$ cat config.mk
export PLATFORM = sky130hd
export DESIGN_NAME = switch_debounce
export DESIGN_NICKNAME = d
export VERILOG_FILES = /design/src/rtl/debounce_pkg.sv /design/src/rtl/sync_2ff.sv /design/src/rtl/switch_debounce.sv
export SDC_FILE = /design/constraint.sdc
export NUM_CORES = 1
export LEC_CHECK = 0
export CAP_MARGIN = 20
export CORE_UTILIZATION = 51
export DETAILED_ROUTE_END_ITERATION = 8
export GPL_ROUTABILITY_DRIVEN = 0
export PLACE_DENSITY_LB_ADDON = 0.1
export SKIP_CTS_REPAIR_TIMING = 1
export SLEW_MARGIN = 5
export SYNTH_ARGS = -nofsm -noshare
export SYNTH_HDL_FRONTEND = slang
export SYNTH_SLANG_ARGS = --single-unit
$ cat constraint.sdc
create_clock -name i_Clk -period 4.91 [get_ports i_Clk]
set_clock_uncertainty 0.1 [all_clocks]
set_input_delay 0.7365 -clock i_Clk [delete_from_list [all_inputs] [get_ports i_Clk]]
set_output_delay 0.7365 -clock i_Clk [all_outputs]
set_load 0.01 [all_outputs]
$ cat src/rtl/debounce_pkg.sv
// Shared types and constants for the push-switch debounce filter.
package debounce_pkg;

  typedef enum logic [1:0] {STABLE_LO, PEND_HI, STABLE_HI, PEND_LO} debounce_state_t;

  localparam int DEFAULT_DEBOUNCE_LIMIT = 250000;  // 10 ms at CLK_HZ
  localparam int CLK_HZ                 = 25000000;

endpackage

$ cat src/rtl/sync_2ff.sv
// Generic two-flop metastability synchronizer with asynchronous active-low reset.
module sync_2ff (
  input  logic clk,
  input  logic rst_n,
  input  logic d,
  output logic q
);

  logic meta_p0;

  always_ff @(posedge clk or negedge rst_n) begin
    if (!rst_n) begin
      meta_p0 <= 1'b0;
      q       <= 1'b0;
    end else begin
      meta_p0 <= d;
      q       <= meta_p0;
    end
  end

endmodule

$ cat src/rtl/switch_debounce.sv
// Debounce filter for one mechanical switch, with one-cycle rise/fall strobes.
// Define SWITCH_DEBOUNCE_SYNC_EN to add a two-flop synchronizer ahead of the sample register.
module switch_debounce
  import debounce_pkg::*;
#(
  parameter int DEBOUNCE_LIMIT = DEFAULT_DEBOUNCE_LIMIT
) (
  input  logic i_Clk,
  input  logic i_Rst_n,
  input  logic i_Switch,
  output logic o_Switch,
  output logic o_Rise,
  output logic o_Fall
);

  localparam int              CNT_W    = $clog2(DEBOUNCE_LIMIT);
  localparam logic [CNT_W-1:0] CNT_LAST = CNT_W'(DEBOUNCE_LIMIT - 1);
  localparam logic [CNT_W-1:0] CNT_ONE  = CNT_W'(1);

  generate
    if (DEBOUNCE_LIMIT < 2) begin : g_limit_check
      $error("switch_debounce: DEBOUNCE_LIMIT must be >= 2");
    end
  endgenerate

  logic            sw_sync;
  logic            sw_p0;
  debounce_state_t state, state_nxt;
  logic [CNT_W-1:0] cnt, cnt_nxt;
  logic            sw_nxt, rise_nxt, fall_nxt;

`ifdef SWITCH_DEBOUNCE_SYNC_EN
  sync_2ff u_sync (
    .clk   (i_Clk),
    .rst_n (i_Rst_n),
    .d     (i_Switch),
    .q     (sw_sync)
  );
`else
  assign sw_sync = i_Switch;
`endif

  // Stage p0: sampled switch level
  always_ff @(posedge i_Clk or negedge i_Rst_n) begin
    if (!i_Rst_n) sw_p0 <= 1'b0;
    else          sw_p0 <= sw_sync;
  end

  always_comb begin
    state_nxt = state;
    cnt_nxt   = cnt;
    rise_nxt  = 1'b0;
    fall_nxt  = 1'b0;
    case (state)
      STABLE_LO: begin
        if (sw_p0) begin
          state_nxt = PEND_HI;
          cnt_nxt   = CNT_ONE;
        end
      end
      PEND_HI: begin
        if (!sw_p0) begin
          state_nxt = STABLE_LO;
          cnt_nxt   = '0;
        end else if (cnt == CNT_LAST) begin
          state_nxt = STABLE_HI;
          cnt_nxt   = '0;
          rise_nxt  = 1'b1;
        end else begin
          cnt_nxt = cnt + CNT_ONE;
        end
      end
      STABLE_HI: begin
        if (!sw_p0) begin
          state_nxt = PEND_LO;
          cnt_nxt   = CNT_ONE;
        end
      end
      PEND_LO: begin
        if (sw_p0) begin
          state_nxt = STABLE_HI;
          cnt_nxt   = '0;
        end else if (cnt == CNT_LAST) begin
          state_nxt = STABLE_LO;
          cnt_nxt   = '0;
          fall_nxt  = 1'b1;
        end else begin
          cnt_nxt = cnt + CNT_ONE;
        end
      end
      default: begin
        state_nxt = STABLE_LO;
        cnt_nxt   = '0;
      end
    endcase
    // Pending states still report the old stable level
    sw_nxt = (state_nxt == STABLE_HI) || (state_nxt == PEND_LO);
  end

  // Stage p1: filter state and registered outputs
  always_ff @(posedge i_Clk or negedge i_Rst_n) begin
    if (!i_Rst_n) begin
      state    <= STABLE_LO;
      cnt      <= '0;
      o_Switch <= 1'b0;
      o_Rise   <= 1'b0;
      o_Fall   <= 1'b0;
    end else begin
      state    <= state_nxt;
      cnt      <= cnt_nxt;
      o_Switch <= sw_nxt;
      o_Rise   <= rise_nxt;
      o_Fall   <= fall_nxt;
    end
  end

endmodule
==> impl_metrics.yaml, run 1 <==
status:
  status: "complete, no violations"
global_route:
  grt_pass1_vias: 1064
  grt-ovfl-total: 0
  grt_max_degree: 25
  antenna_found_initial: 0
  grt_pass1_wl_mm: 4.46
  grt_usage_pct: 23.3
power_and_ir_drop:
  power_frac_comb_pct: 6.6
  internal_power_mw: 0.254
  clkPwrFrac_pct: 31.3
  p_sw_share_pct: 23.3
  p_per_area_nw_per_um2: 247
  peakVddDrop_uv: 241
  p_seq_share_pct: 62.1
  p_leak_nw: 0.553
  p_switching_mw: 0.0771
timing:
  tns_ps: 0
  fmax_mhz: 382
  rsz0062_at_grt: "false"
  hold_viol: 0
  setup_viol: 0
  final_max_slew_viol_count: 0
  worst_pin_slew_ps: 1030
  post-route-period-util_pct: 53.3
  fin_crit_ps: 2620
  slew-limit-headroom_pct: 31.4
synthesis:
  syn-cell-area_um2: 1230
  synth_flop_cell: "dfrtp_1"
  ys_types: 34
  synth-edff-count: 0
  ys_seq_elements: 24
  synthSimpleGateAreaFrac_pct: 29.9
  netlist_top_cells_count: "dfrtp_1, nand2_1, o21ai_0"
  synthMuxAreaShare_pct: 1.83
  synth_top_family_by_area: "simple AND/OR/NAND/NOR gates"
  yosys_warnings: 0
  synthAdderAreaFrac_pct: 1.02
  synth_area_leaders: "dfrtp_1, nand2_1, o21ai_0"
  synthDominantCellAreaShare_pct: 48.9
  yosysTopAreaCell: "dfrtp_1"
  post-synth-top-count-cell: "dfrtp_1"
  ys_seq_area_share_pct: 48.9
  synthCells: 134
  syn_nets: 138
  synth-compound-area-share_pct: 13.1
  avgSynthCellArea_um2: 9.16
  async_reset_ff_share_pct: 100
  synthXorXnorAreaFrac_pct: 2.14
drt:
  drtIter0Drc: 34
  avgRoutedWirePerCell_um: 15.3
  drc: 0
  ant_nets: 0
  vias_per_cell: 6.20
  vias: 1042
  drtPass1Iterations: 4
  wl_mm: 2.58
floorplanning:
  io_pins: 6
  core_area_um2: 2230
  die-area_um2: 2610
  die_x_um: 51.1
  start_util_pct: 55.0
  num_rows: 17
  die_h_um: 51.1
clock_tree:
  ctsHtreeMaxLevel: 1
  cts_tree: "done"
  cts-root-buf: "clkbuf_4"
  path_clk_slew_ps: 130
  cts.path.max_buffers: 2
  clkLatencyLatePin_ps: 320
  cts_sinks: 24
  cts_inserted_buffers: 3
critical_path:
  path_max_fanout: 8
  crit_path_end_kind: "register"
  required_ps: 5020
  cp.arrival_ps: 2730
  start_kind: "register"
  worstSetupPathType: "reg2reg"
placed_design:
  place_area_um2: 1290
  dp_hpwl_mm: 1.84
  port_buffers: 5
layout:
  num_antenna_cells: 0
  final_area_um2: 1340
  final_nets: 145
  area_delta_synth_final_pct: 9.28
  drive_gt1_share_pct: 6.43
run:
  drv_cap: 0
hold_path:
  hold_path.class: "reg2reg"
[final timing paths]
check	from	end	slack (ps)	cells after the start
worst max register to register	cnt[8]	cnt[15]	2290	5
worst max-delay path	cnt[8]	cnt[15]	2290	5
min in group asynchronous	i_Rst_n	cnt[17]	540	1
worst min-delay path	state[1]	o_Rise	410	1
worst min register to register	state[1]	o_Rise	410	1
max in group asynchronous	i_Rst_n	o_Switch	3770	2
[stage by stage]
step	setup WS [ps]	total power, mW	instances	hold WS [ps]	util (%)
final	2290	0.331	168	413	60.1
after global placement	2420	0.229	163	389	57.8
after detailed placement	2360	0.230	163	398	57.8
after CTS	2330	0.334	167	418	59.4
after floorplan	2520	0.221	134	341	-
after global routing	2240	0.347	168	442	60.1
[final cells by class]
class	count	area, µm²
fill	187	892
sequential	24	601
multi-input combinational	102	589
timing repair buffer	6	65.1
clock buffer	4	36.3
tap	28	35.0
inverter	4	15.0
[state kept, by name (all words and copies together) (netlist names)]
signal and count:
o_Rise 1, o_Switch 1, cnt 18, state 2
sw_p0 1, o_Fall 1
[power by group through the flow]
stage / Clock (mW) / Combinational [mW] / Sequential, mW
6_report: 0.104 / 0.0219 / 0.206
5_1_grt: 0.115 / 0.0255 / 0.206
4_1_cts: 0.108 / 0.0208 / 0.206
3_5_place_dp: 0 / 0.0208 / 0.209
3_3_place_gp: 0 / 0.0204 / 0.209
2_1_floorplan: 0 / 0.0134 / 0.208
[logic make-up (layout without fill, tap and decap cells)]
group,after synthesis,after routing
AOI/OAI and AO/OA,26,26
buffers and inverters,8,14
muxes,2,2
xor gates and xnor gates,3,3
DFF,24,24
adders and majority gates,1,1
and+or+nand+nor,70,70
[cells in the final DEF, fill, tap and decap left out, types with 2 or more instances in the layout]
cell type,instances
mux2_2,2
o22ai_1,2
nand4_1,4
and2_1,2
or4_1,2
nor3_1,9
nand3_1,9
clkbuf_4,3
a21oi_1,4
nor4_1,2
or3_1,6
dfrtp_1,24
inv_1,4
xnor2_1,2
nand2_1,20
a31oi_1,2
nor2_1,6
a22o_1,3
clkdlybuf4s50_1,5
and3_1,3
nor3b_1,2
o21ai_0,10
[critical path, cell delays in order (launching register included)]
cell and delay [ps]:
dfrtp_1 480, or4b_1 550, or4_4 540, o21ai_1 410, o22ai_1 170, a22o_1 260
[metal layers]
metal / global-route usage, % / vias to the layer above / share of wire [%]
met5: 0 / - / 0
met4: 11.1 / 0 / 2.2
met3: 4.17 / 7 / 6.6
met2: 39.0 / 35 / 48
met1: 28.9 / 497 / 44
li1: - / 503 / -
No activity file was read; power rests on OpenSTA's default activity.
==> run 2, diff against run 1 <==
==> constraint.sdc (replaced) <==
create_clock -name i_Clk -period 2.2 [get_ports i_Clk]
set_clock_uncertainty 0.1 [all_clocks]
set_input_delay 0.33 -clock i_Clk [delete_from_list [all_inputs] [get_ports i_Clk]]
set_output_delay 0.33 -clock i_Clk [all_outputs]
set_load 0.01 [all_outputs]
==> run 2 against run 1 <==
The run now ends with setup timing left. Flip-flop and latch count unchanged. Die area unchanged. Register-to-register slack got worse by 2400 ps. Fmax increased by 13%. Critical path depth stayed put. Core utilization rose by 8.0 points. Wire length is 10% higher. Sequential power grew 120%. Via count grew 6.8%. Largest cell class is now multi-input gates.
==> impl_metrics.yaml, run 2 (synthesized netlist as in run 1, its figures left out) <==
critical_path:
  start_kind: "register"
  crit_path_top_delay_cell: "or4_4"
  path_depth: 5
  reg2reg_from: "cnt[8]"
  reg2reg_to: "cnt[11]"
  path_cells: "or4b_4 > or4_4 > o21a_4 > and3_4 > a211o_1"
  cp.arrival_ps: 2430
  required_ps: 2310
  path_max_fanout: 6
  ff2ff_setup_slack_ps: -110
  crit_path_end_kind: "register"
  cp_top_family: "simple AND/OR/NAND/NOR gates"
  rr_worst_depth: 5
  max_stage_delay_ps: 550
  cp_num_buf_inv: 0
  worstSetupPathType: "reg2reg"
layout:
  final_nets: 161
  top_register: "cnt"
  largestRegisters: "cnt (18), state (2)"
  largest_register_ffs: 18
  area_delta_synth_final_pct: 23.8
  num_antenna_cells: 0
  drive_gt1_share_pct: 21.2
  final_common_cell: "dfrtp_1"
  final_cell_mix: "dfrtp_1, nand2_1, buf_4"
floorplanning:
  num_rows: 17
  die_h_um: 51.1
  die_x_um: 51.1
  core_area_um2: 2230
  start_util_pct: 55.0
  io_pins: 6
  die-area_um2: 2610
clock_tree:
  cts_tree: "done"
  cts_sinks: 24
  cts_inserted_buffers: 3
  clkLatencyLatePin_ps: 310
  path_clk_slew_ps: 130
  cts.path.max_buffers: 2
  cts-root-buf: "clkbuf_4"
  ctsHtreeMaxLevel: 1
global_route:
  antenna_found_initial: 0
  grt_pass1_wl_mm: 4.86
  grt_max_degree: 25
  grt_usage_pct: 25.7
  grt-ovfl-total: 0
  grt_pass1_vias: 1080
drt:
  wl_mm: 2.84
  vias_per_cell: 6.05
  vias: 1113
  drc: 0
  drtPass1Iterations: 4
  ant_nets: 0
  avgRoutedWirePerCell_um: 15.4
  drtIter0Drc: 38
timing:
  timing.final.ws_setup_ps: -111
  setup_viol: 12
  fin_crit_ps: 2310
  final_max_slew_viol_count: 0
  hold_viol: 0
  worst_pin_slew_ps: 372
  slew-limit-headroom_pct: 75.2
  tns_ps: -1020
  rsz0062_at_grt: "true"
  post-route-period-util_pct: 105
  fmax_mhz: 433
hold_path:
  hold_path.class: "in2async"
power_and_ir_drop:
  peakVddDrop_uv: 452
  p_leak_nw: 0.645
  p_per_area_nw_per_um2: 500
status:
  status: "finished with violations"
  violations: "setup timing"
placed_design:
  place_ws_ps: -116
  dp_hpwl_mm: 2.04
  port_buffers: 5
run:
  drv_cap: 0
run 2: changes by cell type in the layout (fill, tap and decap cells not counted), moves of 2 or more:
| cell | previous run | this run |
|---|---|---|
| a31oi_1 | 2 | 0 |
| buf_4 | 0 | 15 |
| buf_6 | 0 | 2 |
| o21ai_1 | 1 | 4 |
| o21ai_0 | 10 | 6 |
| a31oi_4 | 0 | 2 |
run 2: cell type report:
| type | count | area, µm² |
|---|---|---|
| clock buffers | 4 | 36.3 |
| fillers | 179 | 714 |
| inverters | 4 | 15.0 |
| multi-input cells | 102 | 647 |
| flip-flops and latches | 24 | 601 |
| well taps | 28 | 35.0 |
| repair buffers | 22 | 185 |
run 2: through the flow:
| step | hold slack [ps] | util (%) | power, mW | std cells | area [µm²] |
|---|---|---|---|---|---|
| after global placement | 392 | 63.7 | 0.523 | 180 | 1420 |
| final | 259 | 68.0 | 0.759 | 184 | 1520 |
| after detailed placement | 411 | 63.7 | 0.527 | 180 | 1420 |
| after floorplan | -65.6 | - | 0.494 | 134 | 1230 |
| after global routing | 283 | 68.0 | 0.788 | 184 | 1520 |
| after CTS | 261 | 65.3 | 0.761 | 184 | 1460 |
run 2: worst max path at each step:
stage / start / endpoint
final: cnt[8] / cnt[11]
after detailed placement: cnt[9] / cnt[7]
after global placement: cnt[9] / cnt[11]
after CTS: cnt[9] / cnt[11]
after floorplan: cnt[9] / cnt[11]
after global routing: cnt[8] / cnt[3]
run 2: worst reg2reg max path, stage by stage (launching register included):
cell	delay, ps
dfrtp_1	400
or4b_4	540
or4_4	550
o21a_4	240
and3_4	160
a211o_1	220
run 2: layer usage:
| metal | track usage, % | part of all wire [%] | up-vias |
|---|---|---|---|
| li1 | - | - | 537 |
| met1 | 35.0 | 45 | 546 |
| met2 | 41.2 | 50 | 28 |
| met3 | 3.57 | 4.7 | 2 |
| met4 | 10.2 | 0.60 | 0 |
| met5 | 0 | 0 | - |
run 2: power by group:
group / switching [mW] / total, mW / internal (mW)
Sequential: 0.0108 / 0.460 / 0.449
Clock: 0.135 / 0.236 / 0.101
Combinational: 0.0373 / 0.0636 / 0.0263
==> run 3, diff against run 2 <==
--- a/config.mk
+++ b/config.mk
@@ -9,6 +9,7 @@
 export CORE_UTILIZATION = 51
 export DETAILED_ROUTE_END_ITERATION = 8
 export GPL_ROUTABILITY_DRIVEN = 0
+export HOLD_SLACK_MARGIN = 0.12
 export PLACE_DENSITY_LB_ADDON = 0.1
 export SKIP_CTS_REPAIR_TIMING = 1
 export SLEW_MARGIN = 5
==> results of run 3 <==
Same layout as run 2: the final DEF is identical, and so are final timing and power.
